[src/rtl/mem_request_unit_pkg.sv]
// Shared definitions for the memory request unit: bus geometry, the
// request FSM state type and the default instruction used after a fetch
// timeout.
package mem_request_unit_pkg;

  localparam int BUS_W  = 32;
  localparam int SEL_W  = BUS_W / 8;
  localparam int WAIT_W = 16;

  // addi x0, x0, 0
  localparam logic [BUS_W-1:0] NOP_INSTR_DEFAULT = 32'h0000_0013;

  typedef enum logic [1:0] {
    IFETCH  = 2'd0,
    DECODE  = 2'd1,
    DACCESS = 2'd2,
    COMMIT  = 2'd3
  } req_state_t;

  // Kind of data access chosen in DECODE for the current instruction.
  typedef enum logic [1:0] {
    ACC_NONE  = 2'd0,
    ACC_READ  = 2'd1,
    ACC_WRITE = 2'd2
  } acc_kind_t;

endpackage

[src/rtl/mem_request_unit_timeout.sv]
// Bus wait counter. Counts cycles spent waiting for mem_ack and flags the
// last allowed cycle (count == TIMEOUT-1). Clear has priority over enable.
module req_timeout_counter
  import mem_request_unit_pkg::*;
#(
  parameter int unsigned TIMEOUT = 255
) (
  input  logic clk,
  input  logic rst,
  input  logic clear,
  input  logic enable,
  output logic tc
);

  localparam logic [WAIT_W-1:0] LAST = WAIT_W'(TIMEOUT - 1);

  logic [WAIT_W-1:0] count;

  // Wait-cycle counter; saturates defensively although TIMEOUT bounds it.
  always_ff @(posedge clk or posedge rst) begin
    if (rst) begin
      count <= '0;
    end else if (clear) begin
      count <= '0;
    end else if (enable && (count != '1)) begin
      count <= count + WAIT_W'(1);
    end
  end

  assign tc = (count == LAST);

endmodule

[src/rtl/mem_request_unit.sv]
// Bridges the single-cycle core to the shared memory bus: fetch, one
// optional load/store, then a one-cycle commit strobe.
//
// Bus handshake: mem_ren / mem_wen are requests derived combinationally
// from the state and held unchanged until mem_ack. mem_ack is a one-cycle
// completion pulse; the request is complete in the cycle mem_ack is high
// (read data is sampled in that cycle). Acks outside IFETCH/DACCESS are
// ignored. A request with no ack by wait count TIMEOUT-1 is abandoned.
module mem_request_unit
  import mem_request_unit_pkg::*;
#(
  parameter int unsigned      TIMEOUT   = 255,
  parameter logic [BUS_W-1:0] NOP_INSTR = NOP_INSTR_DEFAULT
) (
  input  logic             clk,
  input  logic             RST,
  input  logic [BUS_W-1:0] PCaddr,
  input  logic             dmmRead,
  input  logic             dmmWrite,
  input  logic [BUS_W-1:0] dmmaddr,
  input  logic [BUS_W-1:0] dmmstore,
  input  logic [SEL_W-1:0] dmmsel,
  output logic [BUS_W-1:0] instr,
  output logic             iready,
  output logic [BUS_W-1:0] dmmLoad,
  output logic             dready,
  output logic             bus_err,
  output logic [BUS_W-1:0] mem_addr,
  output logic [BUS_W-1:0] mem_wdata,
  output logic [SEL_W-1:0] mem_sel,
  output logic             mem_ren,
  output logic             mem_wen,
  input  logic [BUS_W-1:0] mem_rdata,
  input  logic             mem_ack,
  output req_state_t       state_dbg
);

  req_state_t state_q, state_d;
  acc_kind_t  acc_q, acc_d;
  logic       tmo;
  logic       waiting;

  assign waiting   = (state_q == IFETCH) || (state_q == DACCESS);
  assign state_dbg = state_q;

  // Wait counter restarts on every state change.
  req_timeout_counter #(.TIMEOUT(TIMEOUT)) u_tmo (
    .clk    (clk),
    .rst    (RST),
    .clear  (state_d != state_q),
    .enable (waiting),
    .tc     (tmo)
  );

  // State and access-kind registers.
  always_ff @(posedge clk or posedge RST) begin
    if (RST) begin
      state_q <= IFETCH;
      acc_q   <= ACC_NONE;
    end else begin
      state_q <= state_d;
      acc_q   <= acc_d;
    end
  end

  // Next state; the access kind is decided once in DECODE (read wins).
  always_comb begin
    state_d = state_q;
    acc_d   = acc_q;
    case (state_q)
      IFETCH: begin
        if (mem_ack || tmo) state_d = IFETCH == IFETCH ? DECODE : IFETCH;
      end
      DECODE: begin
        if (dmmRead) begin
          acc_d   = ACC_READ;
          state_d = DACCESS;
        end else if (dmmWrite) begin
          acc_d   = ACC_WRITE;
          state_d = DACCESS;
        end else begin
          acc_d   = ACC_NONE;
          state_d = COMMIT;
        end
      end
      DACCESS: begin
        if (mem_ack || tmo) state_d = COMMIT;
      end
      COMMIT:  state_d = IFETCH;
      default: state_d = IFETCH;
    endcase
  end

  // Bus request outputs; reset forces them low without waiting for a clock.
  always_comb begin
    mem_ren   = 1'b0;
    mem_wen   = 1'b0;
    mem_addr  = '0;
    mem_wdata = '0;
    mem_sel   = '0;
    if (!RST) begin
      case (state_q)
        IFETCH: begin
          mem_ren  = 1'b1;
          mem_addr = PCaddr;
          mem_sel  = '1;
        end
        DACCESS: begin
          mem_addr = dmmaddr;
          mem_sel  = dmmsel;
          if (acc_q == ACC_WRITE) begin
            mem_wen   = 1'b1;
            mem_wdata = dmmstore;
          end else if (acc_q == ACC_READ) begin
            mem_ren = 1'b1;
          end
        end
        default: ;
      endcase
    end
  end

  assign iready = (state_q == COMMIT);
  assign dready = (state_q == COMMIT) && (acc_q == ACC_READ);

  // Latched instruction, load data and sticky timeout flag.
  always_ff @(posedge clk or posedge RST) begin
    if (RST) begin
      instr   <= '0;
      dmmLoad <= '0;
      bus_err <= 1'b0;
    end else begin
      if (state_q == IFETCH) begin
        if (mem_ack) begin
          instr <= mem_rdata;
        end else if (tmo) begin
          instr   <= NOP_INSTR;
          bus_err <= 1'b1;
        end
      end
      if (state_q == DACCESS) begin
        if (mem_ack) begin
          if (acc_q == ACC_READ) dmmLoad <= mem_rdata;
        end else if (tmo) begin
          bus_err <= 1'b1;
          if (acc_q == ACC_READ) dmmLoad <= '0;
        end
      end
    end
  end

endmodule

[config.mk]
export PLATFORM = sky130hd
export DESIGN_NAME = mem_request_unit
export DESIGN_NICKNAME = d
export VERILOG_FILES = /design/src/rtl/mem_request_unit_pkg.sv /design/src/rtl/mem_request_unit_timeout.sv /design/src/rtl/mem_request_unit.sv
export SDC_FILE = /design/constraint.sdc
export NUM_CORES = 1
export LEC_CHECK = 0
export ABC_CLOCK_PERIOD_IN_PS = 3800
export BUFFER_PORTS_ARGS = -buffer_cell sky130_fd_sc_hd__buf_2
export CORE_ASPECT_RATIO = 0.7
export CORE_MARGIN = 8
export CORE_UTILIZATION = 42
export DETAILED_ROUTE_END_ITERATION = 7
export PLACE_DENSITY_LB_ADDON = 0.2
export SLEW_MARGIN = 25
export SYNTH_ARGS = -nofsm -noshare
export SYNTH_HDL_FRONTEND = slang
export SYNTH_SLANG_ARGS = --single-unit
[constraint.sdc]
create_clock -name clk -period 3.8 [get_ports clk]
set_clock_uncertainty 0.2 [all_clocks]
set_input_delay 0.76 -clock clk [delete_from_list [all_inputs] [get_ports clk]]
set_output_delay 0.76 -clock clk [all_outputs]
set_load 0.1 [all_outputs]
==> results of run 1 <==
-- synth_stat cells (2+ instances only) --
| cell | instances | area, sq um |
|---|---|---|
| sky130_fd_sc_hd__dfrtp_1 | 85 | 2130 |
| sky130_fd_sc_hd__and2_1 | 34 | 213 |
| sky130_fd_sc_hd__a22o_1 | 61 | 534 |
| sky130_fd_sc_hd__ha_1 | 6 | 75.1 |
| sky130_fd_sc_hd__nor4_1 | 4 | 25.0 |
| sky130_fd_sc_hd__o21ai_0 | 8 | 40.0 |
| sky130_fd_sc_hd__nor3_1 | 5 | 25.0 |
| sky130_fd_sc_hd__inv_1 | 10 | 37.5 |
| sky130_fd_sc_hd__nand2b_1 | 2 | 12.5 |
| sky130_fd_sc_hd__clkbuf_1 | 26 | 97.6 |
| sky130_fd_sc_hd__nand2_1 | 6 | 22.5 |
| sky130_fd_sc_hd__or3_2 | 3 | 22.5 |
| sky130_fd_sc_hd__or3_1 | 5 | 31.3 |
| sky130_fd_sc_hd__buf_2 | 3 | 15.0 |
| sky130_fd_sc_hd__nand3_1 | 4 | 20.0 |
| sky130_fd_sc_hd__or4_1 | 5 | 37.5 |
| sky130_fd_sc_hd__nand4_1 | 4 | 25.0 |
| sky130_fd_sc_hd__o22a_1 | 3 | 26.3 |
| sky130_fd_sc_hd__nor2_1 | 40 | 150 |
| sky130_fd_sc_hd__and3_1 | 3 | 18.8 |
| sky130_fd_sc_hd__a21oi_1 | 19 | 95.1 |
| sky130_fd_sc_hd__a22oi_1 | 32 | 240 |
| sky130_fd_sc_hd__o31ai_1 | 7 | 52.6 |
| sky130_fd_sc_hd__nor4b_1 | 3 | 26.3 |
| sky130_fd_sc_hd__buf_1 | 2 | 7.51 |
-- flip-flops by register name, summed over array words and instances (netlist names) --
name / cells
u_tmo.count: 16
bus_err: 1
acc_q: 2
instr: 32
dmmLoad: 32
state_dbg: 2
-- metal layers --
| layer | GRT usage, % | vias to the layer above | share of wire [%] |
|---|---|---|---|
| met2 | 43.3 | 230 | 51 |
| met3 | 7.15 | 19 | 8.2 |
| met4 | 7.06 | 0 | 1.9 |
| met1 | 30.1 | 2193 | 39 |
| met5 | 0 | - | 0 |
| li1 | - | 2050 | - |
-- how the worst min path moves through the flow --
stage / cells past startpoint / slack, ns / end
after floorplan: 2 / 0.31 / acc_q[1]
after global routing: 1 / 0.32 / instr[5]
after global placement: 2 / 0.26 / bus_err
after detailed placement: 1 / 0.28 / instr[4]
final: 2 / 0.30 / bus_err
after CTS: 2 / 0.30 / bus_err
-- area by class of cell --
type | count | share of cell area (%)
well taps | 128 | 2.23
clock inverters | 6 | 1.65
inverters | 10 | 0.539
clock buffers | 9 | 3.13
flip-flops and latches | 85 | 29.6
multi-input cells | 276 | 29.5
repair buffers | 287 | 33.3
-- worst register-to-register path: stages, from the launching register on --
cell	delay (ns)
sky130_fd_sc_hd__dfrtp_1	0.45
sky130_fd_sc_hd__inv_1	0.15
sky130_fd_sc_hd__ha_1	0.45
sky130_fd_sc_hd__o2111ai_1	0.31
sky130_fd_sc_hd__or3_2	0.56
sky130_fd_sc_hd__or3_1	0.34
sky130_fd_sc_hd__a21oi_1	0.16
-- placed cells by master, fill, tap and decap left out, drive strengths merged, types with 4 or more instances in the layout --
cell type and n:
and2 34, o31ai 7, clkbuf 9, buf 287, o21ai 8, a21oi 19, or3 8, nor2 40
a22oi 32, a22o 61, inv 11, ha 6, nor3 5, nand2 6, nor4 4, nand4 5
dfrtp 85, nand3 4, or4 7
-- kinds of logic after synthesis --
| group | Yosys count | synth area share (%) |
|---|---|---|
| xor gates and xnor gates | 1 | 0.208 |
| DFF | 85 | 50.6 |
| muxes | 2 | 0.506 |
| AOI/OAI and AO/OA | 140 | 25.7 |
| adders and majority gates | 6 | 1.79 |
| and+or+nand+nor | 127 | 17.1 |
| buffers and inverters | 42 | 4.02 |
-- through the flow --
step	cell area (sq um)	util [%]	setup WS (ns)
after CTS	7180	73.9	0.373
final	7190	74.0	0.353
after floorplan	4410	-	-0.276
after detailed placement	6840	70.4	0.768
after global placement	6840	70.4	0.863
after global routing	7190	74.0	0.192
==> impl_summary.txt, run 1 <==
----------------------------------------------------
[Run status]
  Run status ... finished, final reports clean

[Clocking]
  Master cell of the clock root buffer ... sky130_fd_sc_hd__clkbuf_16
  Clock-pin transition on the worst setup and hold timing paths ... approximately 0.060 ns
  CTS Hold Buffers Added ... 0
  CTS H-Tree Depth ... 3
  CTS tree ... done
  Clock insertion delay at the later pin of the skew report ... between 0.3 and 0.4 ns
  Clock buffer depth ... 2
  Post-CTS Setup Repair Bufs ... 0
  Sink Count ... 85
  CTS buffer count ... 9
  Gates resized, CTS repair ... 0

[STA]
  Smallest hold slack ... between 0.2 and 0.3 ns
  Number of slew-limit violations in the final report ... 0
  Unrepaired setup endpoints after global routing ... no
  Worst max-slew margin expressed relative to the limit ... 42.8%
  Worst Max-Slew Pin Slew ... approximately 0.86 ns
  Final hold violation count ... 0
  Total negative setup slack ... 0 ns
  Post-route fraction of the period consumed by the critical path ... 90.7%
  Shortest period the worst path allows ... about 3.4 ns
  Highest attainable clock frequency ... around 290 MHz
  Count of endpoints failing setup in the final report ... 0

[Worst hold path]
  Path class of the lowest-slack min-delay path ... flop to flop
  Launch point of the worst hold path ... bus_err

[Worst setup path]
  Delay contributed by the slowest stage of the critical path ... approximately 0.45 ns
  Crit. path cell count ... 6
  Critical path required time ... around 2.8 ns
  Worst Setup SP ... state_dbg[0]
  CP top delay family ... buffers and inverters
  Crit path cell chain ... inv_1 > ha_1 > buf_4 > a22oi_1 > nor2_2 > buf_2
  Critical path fanouts, max ... 37
  R2r worst-path depth ... 6
  Number of buffer and inverter instances along the worst setup path ... 3
  Endpoint of the most critical register-to-register path ... u_tmo.count[12]
  Setup slack of the worst register-to-register path ... roughly 1.1 ns
  Type of element launching the critical path ... flop
  Slowest stage cell on the critical path ... sky130_fd_sc_hd__dfrtp_1
  Setup crit end ... mem_addr[0]
  Start-to-end type of the worst setup path ... flop to output port
  Startpoint of the most critical register-to-register path ... state_dbg[0]
  Crit path capture type ... output port
  Data arrival at the endpoint of the critical path ... 2.49 ns

[Global route]
  Overall global routing resource usage ... approximately a quarter
  Initial antenna violation count ... 0
  Total grt overflow ... 0
  Wire length of the first global-routing pass ... 26.6 mm
  Vias in the first global route ... 4538
  Largest net degree at the start of global routing ... 52

[Floorplanning]
  Starting Density ... approximately 43%
  I/O pin count ... 276
  Floorplan die area ... 13500 sq um
  Die Wd ... between 100 and 150 um
  Core area ... roughly 10000 sq um
  Number of rows created at floorplan ... 30
  Vert. Die Dim ... ~100 um

[Layout]
  Nets@finish ... 812
  Layout Area Growth over Synthesis ... 71.1%
  Antenna cells ... 0
  Non-Filler Instances ... about 800
  Fraction of final layout cells with drive strength greater than 1 ... a little over half
  FF/Latch Area ... ~2100 sq um
  Filler Cell Count ... around 660
  Area occupied by multi-input gates ... about 2100 sq um

[Logic synthesis]
  Synthesized netlist cell count ... 403
  Number of register bits inferred by synthesis ... 85
  Share of flip-flops with an asynchronous set or reset ... between 90% and 100%
  Post-Syn Area ... 4200 sq um
  Dominant register cell in the synthesized netlist ... sky130_fd_sc_hd__dfrtp_1
  Seq/Total Area, Yosys ... between 50% and 60%
  Number of nets produced by synthesis ... 546
  Number of distinct library cells after synthesis ... 48
  Count of warnings emitted by yosys ... 0
  Number of enable flip-flop cells after synthesis ... 0
  Post-synthesis area per instance ... approximately 10 sq um

[Drt]
  Wirelength, routed ... 17.5 mm
  DRC errors left ... 0
  TritonRoute pass-1 iters ... 5
  DRC marker count from the first detailed-route iteration ... 232
  Number of nets still failing antenna checks after routing ... 0
  Average wire per cell in the routed design ... between 20 and 25 um
  Routed vias/inst ... ~5.6
  Via count ... about 4.5k

[Placed design]
  Weighted congestion reported at the end of routability-driven placement ... 0.925
  Post-placement cell count ... roughly 800
  Post-detail-place hpwl ... approximately 14 mm
  I/O Buffers ... around 280

[Flow run]
  Max-capacitance violation count ... 0

----------------------------------------------------
Power of run 1 is not shown: default switching activity piles up to over one toggle a cycle in this logic, so the estimate is an artifact.
==> run 2, diff against run 1 <==
--- a/config.mk
+++ b/config.mk
@@ -5,11 +5,12 @@
 export SDC_FILE = /design/constraint.sdc
 export NUM_CORES = 1
 export LEC_CHECK = 0
+export ABC_AREA = 1
 export ABC_CLOCK_PERIOD_IN_PS = 3800
 export BUFFER_PORTS_ARGS = -buffer_cell sky130_fd_sc_hd__buf_2
 export CORE_ASPECT_RATIO = 0.7
 export CORE_MARGIN = 8
-export CORE_UTILIZATION = 42
+export CORE_UTILIZATION = 44
 export DETAILED_ROUTE_END_ITERATION = 7
 export PLACE_DENSITY_LB_ADDON = 0.2
 export SLEW_MARGIN = 25
==> impl_summary.txt, run 2 <==
----------------------------------------------------
[Logic synthesis]
  Post-synth top area share ... 45.3% (-5.2 points)
  List of most frequent post-synthesis cells ... 126 x sky130_fd_sc_hd__nand2_1, 85 x sky130_fd_sc_hd__dfrtp_1, 80 x sky130_fd_sc_hd__nor2_1, 67 x sky130_fd_sc_hd__o21ai_0, 59 x sky130_fd_sc_hd__inv_1
  Largest area contributor in the netlist ... sky130_fd_sc_hd__dfrtp_1
  Number of nets produced by synthesis ... 765 (+40%)
  Most frequent cell after synthesis ... sky130_fd_sc_hd__nand2_1
  Simple-gate area share of the yosys netlist ... 24.2% (+7.1 points)
  Post-Syn Area ... 4690 sq um (+12%)
  Post-synthesis area per instance ... 7.54 sq um (-28%)
  Seq/Total Area, Yosys ... 45.3% (-5.2 points)
  Number of enable flip-flop cells after synthesis ... 0 (unchanged)
  Number of distinct library cells after synthesis ... 30 (-38%)
  Post-synthesis mux area share ... 0% (-0.51 points)
  Count of warnings emitted by yosys ... 0 (unchanged)
  Main combinational cell family by area after synthesis ... simple AND/OR/NAND/NOR gates
  Synthesized netlist cell count ... 622 (+54%)
  Fraction of the mapped netlist area in adder cells ... 1.60% (-0.19 points)
  Share of flip-flops with an asynchronous set or reset ... 100% (unchanged)
  Area share of xor/xnor cells in the synthesized design ... 1.87% (+1.7 points)
  Dominant register cell in the synthesized netlist ... sky130_fd_sc_hd__dfrtp_1
  Share of the synthesized area in compound gates (AO/OA/AOI/OAI) ... 17.0% (-8.7 points)
  Cell types occupying the most area after synthesis ... sky130_fd_sc_hd__dfrtp_1 45%, sky130_fd_sc_hd__nand2_1 10%, sky130_fd_sc_hd__o21ai_0 7.1%
  Number of register bits inferred by synthesis ... 85 (unchanged)

[Clocking]
  Sink Count ... 85 (unchanged)
  Clock buffer depth ... 2 (unchanged)
  Post-CTS Setup Repair Bufs ... 0 (unchanged)
  Clock-pin transition on the worst setup and hold timing paths ... 0.06 ns (about the same)
  CTS buffer count ... 9 (unchanged)
  Clock insertion delay at the later pin of the skew report ... 0.34 ns (about the same)
  CTS Hold Buffers Added ... 0 (unchanged)
  CTS tree ... done
  Master cell of the clock root buffer ... sky130_fd_sc_hd__clkbuf_16
  CTS H-Tree Depth ... 3 (unchanged)
  Gates resized, CTS repair ... 0 (unchanged)

[Placed design]
  Post-place instance area ... 6520 sq um (-4.7%)
  Weighted congestion reported at the end of routability-driven placement ... 0.982 (+6.3%)
  Post-detail-place hpwl ... 14.0 mm (+1.3%)
  Post-placement cell count ... 1001 (+27%)
  I/O Buffers ... 275 (unchanged)

[Drt]
  Wirelength, routed ... 17.6 mm (+0.52%)
  Routed vias/inst ... 5.08 (-9.5%)
  Via count ... 5173 (+15%)
  DRC marker count from the first detailed-route iteration ... 360 (+55%)
  Number of nets still failing antenna checks after routing ... 0 (unchanged)
  TritonRoute pass-1 iters ... 5 (unchanged)
  Average wire per cell in the routed design ... 17.3 um (-21%)
  DRC errors left ... 0 (unchanged)

[Worst setup path]
  Critical Path Most Common Cell ... sky130_fd_sc_hd__inv_1
  R2r worst-path depth ... 8 (+2)
  Endpoint of the most critical register-to-register path ... dmmLoad[30]
  Data arrival at the endpoint of the critical path ... 2.59 ns (+0.10 ns)
  Crit path capture type ... output port
  Delay contributed by the slowest stage of the critical path ... 0.44 ns (about the same)
  Crit path cell chain ... inv_1 > ha_1 > buf_4 > nor2_1 > inv_1 > nand2_1 > nor2_4 > buf_2
  Startpoint of the most critical register-to-register path ... state_dbg[0]
  Type of element launching the critical path ... flop
  Start-to-end type of the worst setup path ... flop to output port
  Critical path required time ... 2.84 ns (about the same)
  Setup slack of the worst register-to-register path ... 1.41 ns (+0.32 ns)
  Number of buffer and inverter instances along the worst setup path ... 4 (+1)
  Critical path fanouts, max ... 16 (-57%)
  Slowest stage cell on the critical path ... sky130_fd_sc_hd__buf_2
  CP top delay family ... buffers and inverters

[Layout]
  Non-Filler Instances ... 1019 (+27%)
  Layout Area Growth over Synthesis ... 45.2%
  Filler Cell Count ... 904 (+37%)
  Final std cell area, no fill ... 6810 sq um (-5.3%)
  Area occupied by multi-input gates ... 2480 sq um (+17%)
  FF/Latch Area ... 2130 sq um (about the same)
  Nets@finish ... 1023 (+26%)
  Leading cell types in the layout, fill and taps excluded ... 274 x sky130_fd_sc_hd__buf_2, 126 x sky130_fd_sc_hd__nand2_1, 85 x sky130_fd_sc_hd__dfrtp_1
  Fraction of final layout cells with drive strength greater than 1 ... 46.0% (-7.7 points)
  Most frequent standard cell in the layout excluding fill and tap cells ... sky130_fd_sc_hd__buf_2
  Leading registers by flop count ... dmmLoad x32, instr x32, u_tmo.count x16

[STA]
  Worst max-slew margin expressed relative to the limit ... 40.2% (-2.6 points)
  Number of slew-limit violations in the final report ... 0 (unchanged)
  Shortest period the worst path allows ... 3.55 ns (+0.100 ns)
  Worst Max-Slew Pin Slew ... 0.896 ns (+0.0385 ns)
  Final hold violation count ... 0 (unchanged)
  Unrepaired setup endpoints after global routing ... no
  Post-route fraction of the period consumed by the critical path ... 93.3% (+2.6 points)
  Count of endpoints failing setup in the final report ... 0 (unchanged)
  Smallest hold slack ... 0.267 ns (-0.0312 ns)
  Highest attainable clock frequency ... 282 MHz (-2.8%)

[Flow run]
  Max-capacitance violation count ... 0 (unchanged)

[Floorplanning]
  Starting Density ... 45.3% (+2.1 points)
  Vert. Die Dim ... 102 um (+2.7%)
  Core area ... 10400 sq um (+6.5%)
  Number of rows created at floorplan ... 31 (+3.3%)
  Die Wd ... 139 um (+2.8%)
  I/O pin count ... 276 (unchanged)
  Floorplan die area ... 14300 sq um (+5.6%)

[Global route]
  Wire length of the first global-routing pass ... 27.1 mm (+1.7%)
  Largest net degree at the start of global routing ... 63 (+21%)
  Vias in the first global route ... 5079 (+12%)
  Initial antenna violation count ... 1 (+1)
  Overall global routing resource usage ... 24.0% (-1.2 points)
  Total grt overflow ... 0 (unchanged)

[Worst hold path]
  Terminating pin of the worst hold path ... bus_err
  Depth of the worst hold-timing path ... 1 (-1)
  Launch point of the worst hold path ... bus_err
  Path class of the lowest-slack min-delay path ... flop to flop

[Run status]
  Run status ... finished, final reports clean

----------------------------------------------------
run 2: changes by cell type in the layout (fill, tap and decap cells not counted), moves of 13 or more:
cell                      before  now
sky130_fd_sc_hd__o21ai_0       8   67
sky130_fd_sc_hd__nor2_1        4   43
sky130_fd_sc_hd__a21oi_1      19    4
sky130_fd_sc_hd__and2_1       25    0
sky130_fd_sc_hd__a22o_1       61    0
sky130_fd_sc_hd__inv_1         9   57
sky130_fd_sc_hd__buf_2       213  274
sky130_fd_sc_hd__o21ai_1       0   54
sky130_fd_sc_hd__a22oi_1      32    0
sky130_fd_sc_hd__nor2_4       20   33
sky130_fd_sc_hd__nand2_1       6  126
sky130_fd_sc_hd__buf_12       62    1
sky130_fd_sc_hd__a21oi_2       0   31
run 2: how the worst max path moves through the flow:
stage,from,to,cells past startpoint
3_5_place_dp,RST,mem_wen,6
6_report,state_dbg[0],mem_sel[3],8
5_1_grt,state_dbg[0],mem_sel[3],8
4_1_cts,state_dbg[0],mem_sel[3],8
3_3_place_gp,RST,mem_wen,6
2_1_floorplan,RST,mem_wen,5
run 2: area by class of cell:
type | instances | area share (%)
Multi-Input combinational cell | 433 | 36.4
Sequential cell | 85 | 31.2
Timing Repair Buffer | 287 | 22.0
Inverter | 64 | 3.64
Clock buffer | 10 | 3.51
Tap cell | 132 | 2.42
Clock inverter | 6 | 0.680
Antenna cell | 2 | 0.0735
run 2: logic make-up (layout without fill, tap and decap cells):
kind of cell,Yosys count,count (layout)
buffers and inverters,104,367
other,0,2
AND/OR/NAND/NOR,259,259
flip-flops,85,85
AO/OA/AOI/OAI,158,158
XOR/XNOR,10,10
adder cells (fa/ha/maj),6,6
run 2: metrics by stage:
step	setup slack [ns]	util, %	setup TNS, ns
floorplan	-0.421	-	-6.90
global placement	0.576	62.7	0
detailed placement	0.548	63.0	0
CTS	0.235	65.7	0
global route	0.112	65.7	0
finish	0.253	65.8	0
run 2: per-layer routing:
metal / wire length, um / vias up / GRT usage [%]
met3: 1310 / 31 / 7.05
met2: 9040 / 208 / 41.6
li1: - / 2504 / -
met1: 6930 / 2428 / 28.5
met4: 336 / 2 / 7.64
met5: 13 / - / 0
Power of run 2 is left out for the same reason.
==> run 3, diff against run 2 <==
--- a/config.mk
+++ b/config.mk
@@ -11,6 +11,7 @@
 export CORE_ASPECT_RATIO = 0.7
 export CORE_MARGIN = 8
 export CORE_UTILIZATION = 44
+export CTS_BUF_LIST = sky130_fd_sc_hd__clkbuf_16
 export DETAILED_ROUTE_END_ITERATION = 7
 export PLACE_DENSITY_LB_ADDON = 0.2
 export SLEW_MARGIN = 25
==> impl_summary.txt, run 3 (same netlist as run 2, synthesis figures left out) <==
----------------------------------------------------
[Worst setup path]
  Data arrival at the endpoint of the critical path ... 2.58 ns (about the same)
  CP top delay family ... buffers and inverters
  Critical path required time ... 2.84 ns (about the same)
  Delay contributed by the slowest stage of the critical path ... 0.44 ns (about the same)
  Slowest stage cell on the critical path ... sky130_fd_sc_hd__buf_2
  Critical Path Most Common Cell ... sky130_fd_sc_hd__inv_1
  Number of buffer and inverter instances along the worst setup path ... 4 (unchanged)
  Setup slack of the worst register-to-register path ... 1.40 ns (about the same)
  Type of element launching the critical path ... flop
  Crit path cell chain ... inv_1 > ha_1 > buf_4 > nor2_1 > inv_1 > nand2_1 > nor2_4 > buf_2
  Start-to-end type of the worst setup path ... flop to output port
  Critical path fanouts, max ... 16 (unchanged)
  Crit path capture type ... output port

[STA]
  Worst Max-Slew Pin Slew ... 0.896 ns (-0.000321 ns)
  Smallest hold slack ... 0.267 ns (+0.000614 ns)
  Shortest period the worst path allows ... 3.54 ns (-0.00537 ns)
  Post-route fraction of the period consumed by the critical path ... 93.2% (-0.14 points)
  Worst max-slew margin expressed relative to the limit ... 40.3% (about the same)
  Count of endpoints failing setup in the final report ... 0 (unchanged)
  Number of slew-limit violations in the final report ... 0 (unchanged)
  Highest attainable clock frequency ... 282 MHz (+0.15%)
  Unrepaired setup endpoints after global routing ... no
  Final hold violation count ... 0 (unchanged)

[Floorplanning]
  Starting Density ... 45.3% (unchanged)
  Floorplan die area ... 14300 sq um (unchanged)
  Die Wd ... 139 um (unchanged)
  Vert. Die Dim ... 102 um (unchanged)
  I/O pin count ... 276 (unchanged)
  Core area ... 10400 sq um (unchanged)
  Number of rows created at floorplan ... 31 (unchanged)

[Drt]
  Number of nets still failing antenna checks after routing ... 0 (unchanged)
  DRC errors left ... 0 (unchanged)
  Routed vias/inst ... 5.06 (-0.23%)
  TritonRoute pass-1 iters ... 5 (unchanged)
  Average wire per cell in the routed design ... 17.3 um (+0.14%)
  Total length of routed met2 wires ... 9.06 mm (+0.22%)
  Via count ... 5161 (-0.23%)
  Amount of wire on met3 after detailed routing ... 1.40 mm (+6.7%)
  Top layer reached by signal wires ... met5
  DRC marker count from the first detailed-route iteration ... 352 (-2.2%)
  Routed metal-1 wirelength ... 6.85 mm (-1.2%)
  Wirelength, routed ... 17.7 mm (+0.14%)

[Layout]
  Final cell utilization of the core ... 65.7% (-0.097 points)
  Non-Filler Instances ... 1019 (unchanged)
  Layout Area Growth over Synthesis ... 45.0%
  Fraction of final layout cells with drive strength greater than 1 ... 45.9% (-0.11 points)
  Leading cell types in the layout, fill and taps excluded ... 274 x sky130_fd_sc_hd__buf_2, 126 x sky130_fd_sc_hd__nand2_1, 85 x sky130_fd_sc_hd__dfrtp_1
  Leading registers by flop count ... dmmLoad x32, instr x32, u_tmo.count x16
  Most frequent standard cell in the layout excluding fill and tap cells ... sky130_fd_sc_hd__buf_2
  Nets@finish ... 1023 (unchanged)

[Global route]
  Vias in the first global route ... 5079 (unchanged)
  Largest net degree at the start of global routing ... 63 (unchanged)
  Overall global routing resource usage ... 24.0% (unchanged)
  Initial antenna violation count ... 1 (unchanged)
  Total grt overflow ... 0 (unchanged)
  Wire length of the first global-routing pass ... 27.1 mm (unchanged)

[Placed design]
  I/O Buffers ... 275 (unchanged)
  Post-placement cell count ... 1001 (unchanged)
  Weighted congestion reported at the end of routability-driven placement ... 0.982 (unchanged)
  Post-detail-place hpwl ... 14.0 mm (unchanged)

[Clocking]
  Sink Count ... 85 (unchanged)
  CTS Hold Buffers Added ... 0 (unchanged)
  CTS tree ... done
  Master cell of the clock root buffer ... sky130_fd_sc_hd__clkbuf_16
  CTS buffer count ... 9 (unchanged)
  CTS H-Tree Depth ... 3 (unchanged)
  Post-CTS Setup Repair Bufs ... 0 (unchanged)
  Gates resized, CTS repair ... 0 (unchanged)
  Clock buffer depth ... 2 (unchanged)
  Clock insertion delay at the later pin of the skew report ... 0.34 ns (about the same)
  Clock-pin transition on the worst setup and hold timing paths ... 0.06 ns (about the same)

[Worst hold path]
  Path class of the lowest-slack min-delay path ... flop to flop

[Run status]
  Run status ... finished, final reports clean

[Flow run]
  Max-capacitance violation count ... 0 (unchanged)

----------------------------------------------------
## run 3: layer usage
layer / vias up / track usage, %
li1: 2503 / -
met1: 2410 / 28.5
met2: 217 / 41.6
met3: 29 / 7.05
met4: 2 / 7.64
met5: - / 0
## run 3: final timing paths
| path | startpoint | end | depth (start not counted) |
|---|---|---|---|
| worst max register to register | state_dbg[0] | dmmLoad[30] | 8 |
| min in group asynchronous | RST | bus_err | 3 |
| worst min-delay path | bus_err | bus_err | 1 |
| worst min register to register | bus_err | bus_err | 1 |
| max in group asynchronous | RST | instr[28] | 4 |
| worst max-delay path | state_dbg[0] | mem_sel[3] | 8 |
## run 3: metrics by stage
| step | setup TNS, ns | setup slack, ns | cell area, sq um |
|---|---|---|---|
| after floorplan | -6.90 | -0.421 | 5150 |
| after global placement | 0 | 0.576 | 6490 |
| after detailed placement | 0 | 0.548 | 6520 |
| after CTS | 0 | 0.235 | 6800 |
| after global routing | 0 | 0.112 | 6800 |
| final | 0 | 0.259 | 6800 |
## run 3: final cells by class
| cell class | instances | area (sq um) |
|---|---|---|
| fill | 904 | 3550 |
| sequential | 85 | 2130 |
| inverter | 64 | 248 |
| timing repair buffer | 287 | 1500 |
| clock buffer | 9 | 225 |
| tap | 132 | 165 |
| multi-input combinational | 433 | 2480 |
| antenna | 2 | 5.00 |
| clock inverter | 7 | 50.0 |
## run 3: worst register-to-register path, cell delays in order, from the launching register on
cell and delay (ns):
sky130_fd_sc_hd__dfrtp_1 0.43, sky130_fd_sc_hd__inv_1 0.15, sky130_fd_sc_hd__ha_1 0.28, sky130_fd_sc_hd__inv_1 0.07, sky130_fd_sc_hd__nor2_1 0.29, sky130_fd_sc_hd__inv_1 0.12
sky130_fd_sc_hd__buf_4 0.31, sky130_fd_sc_hd__o21ai_0 0.30, sky130_fd_sc_hd__o21ai_0 0.11
Power of run 3 is left out for the same reason.
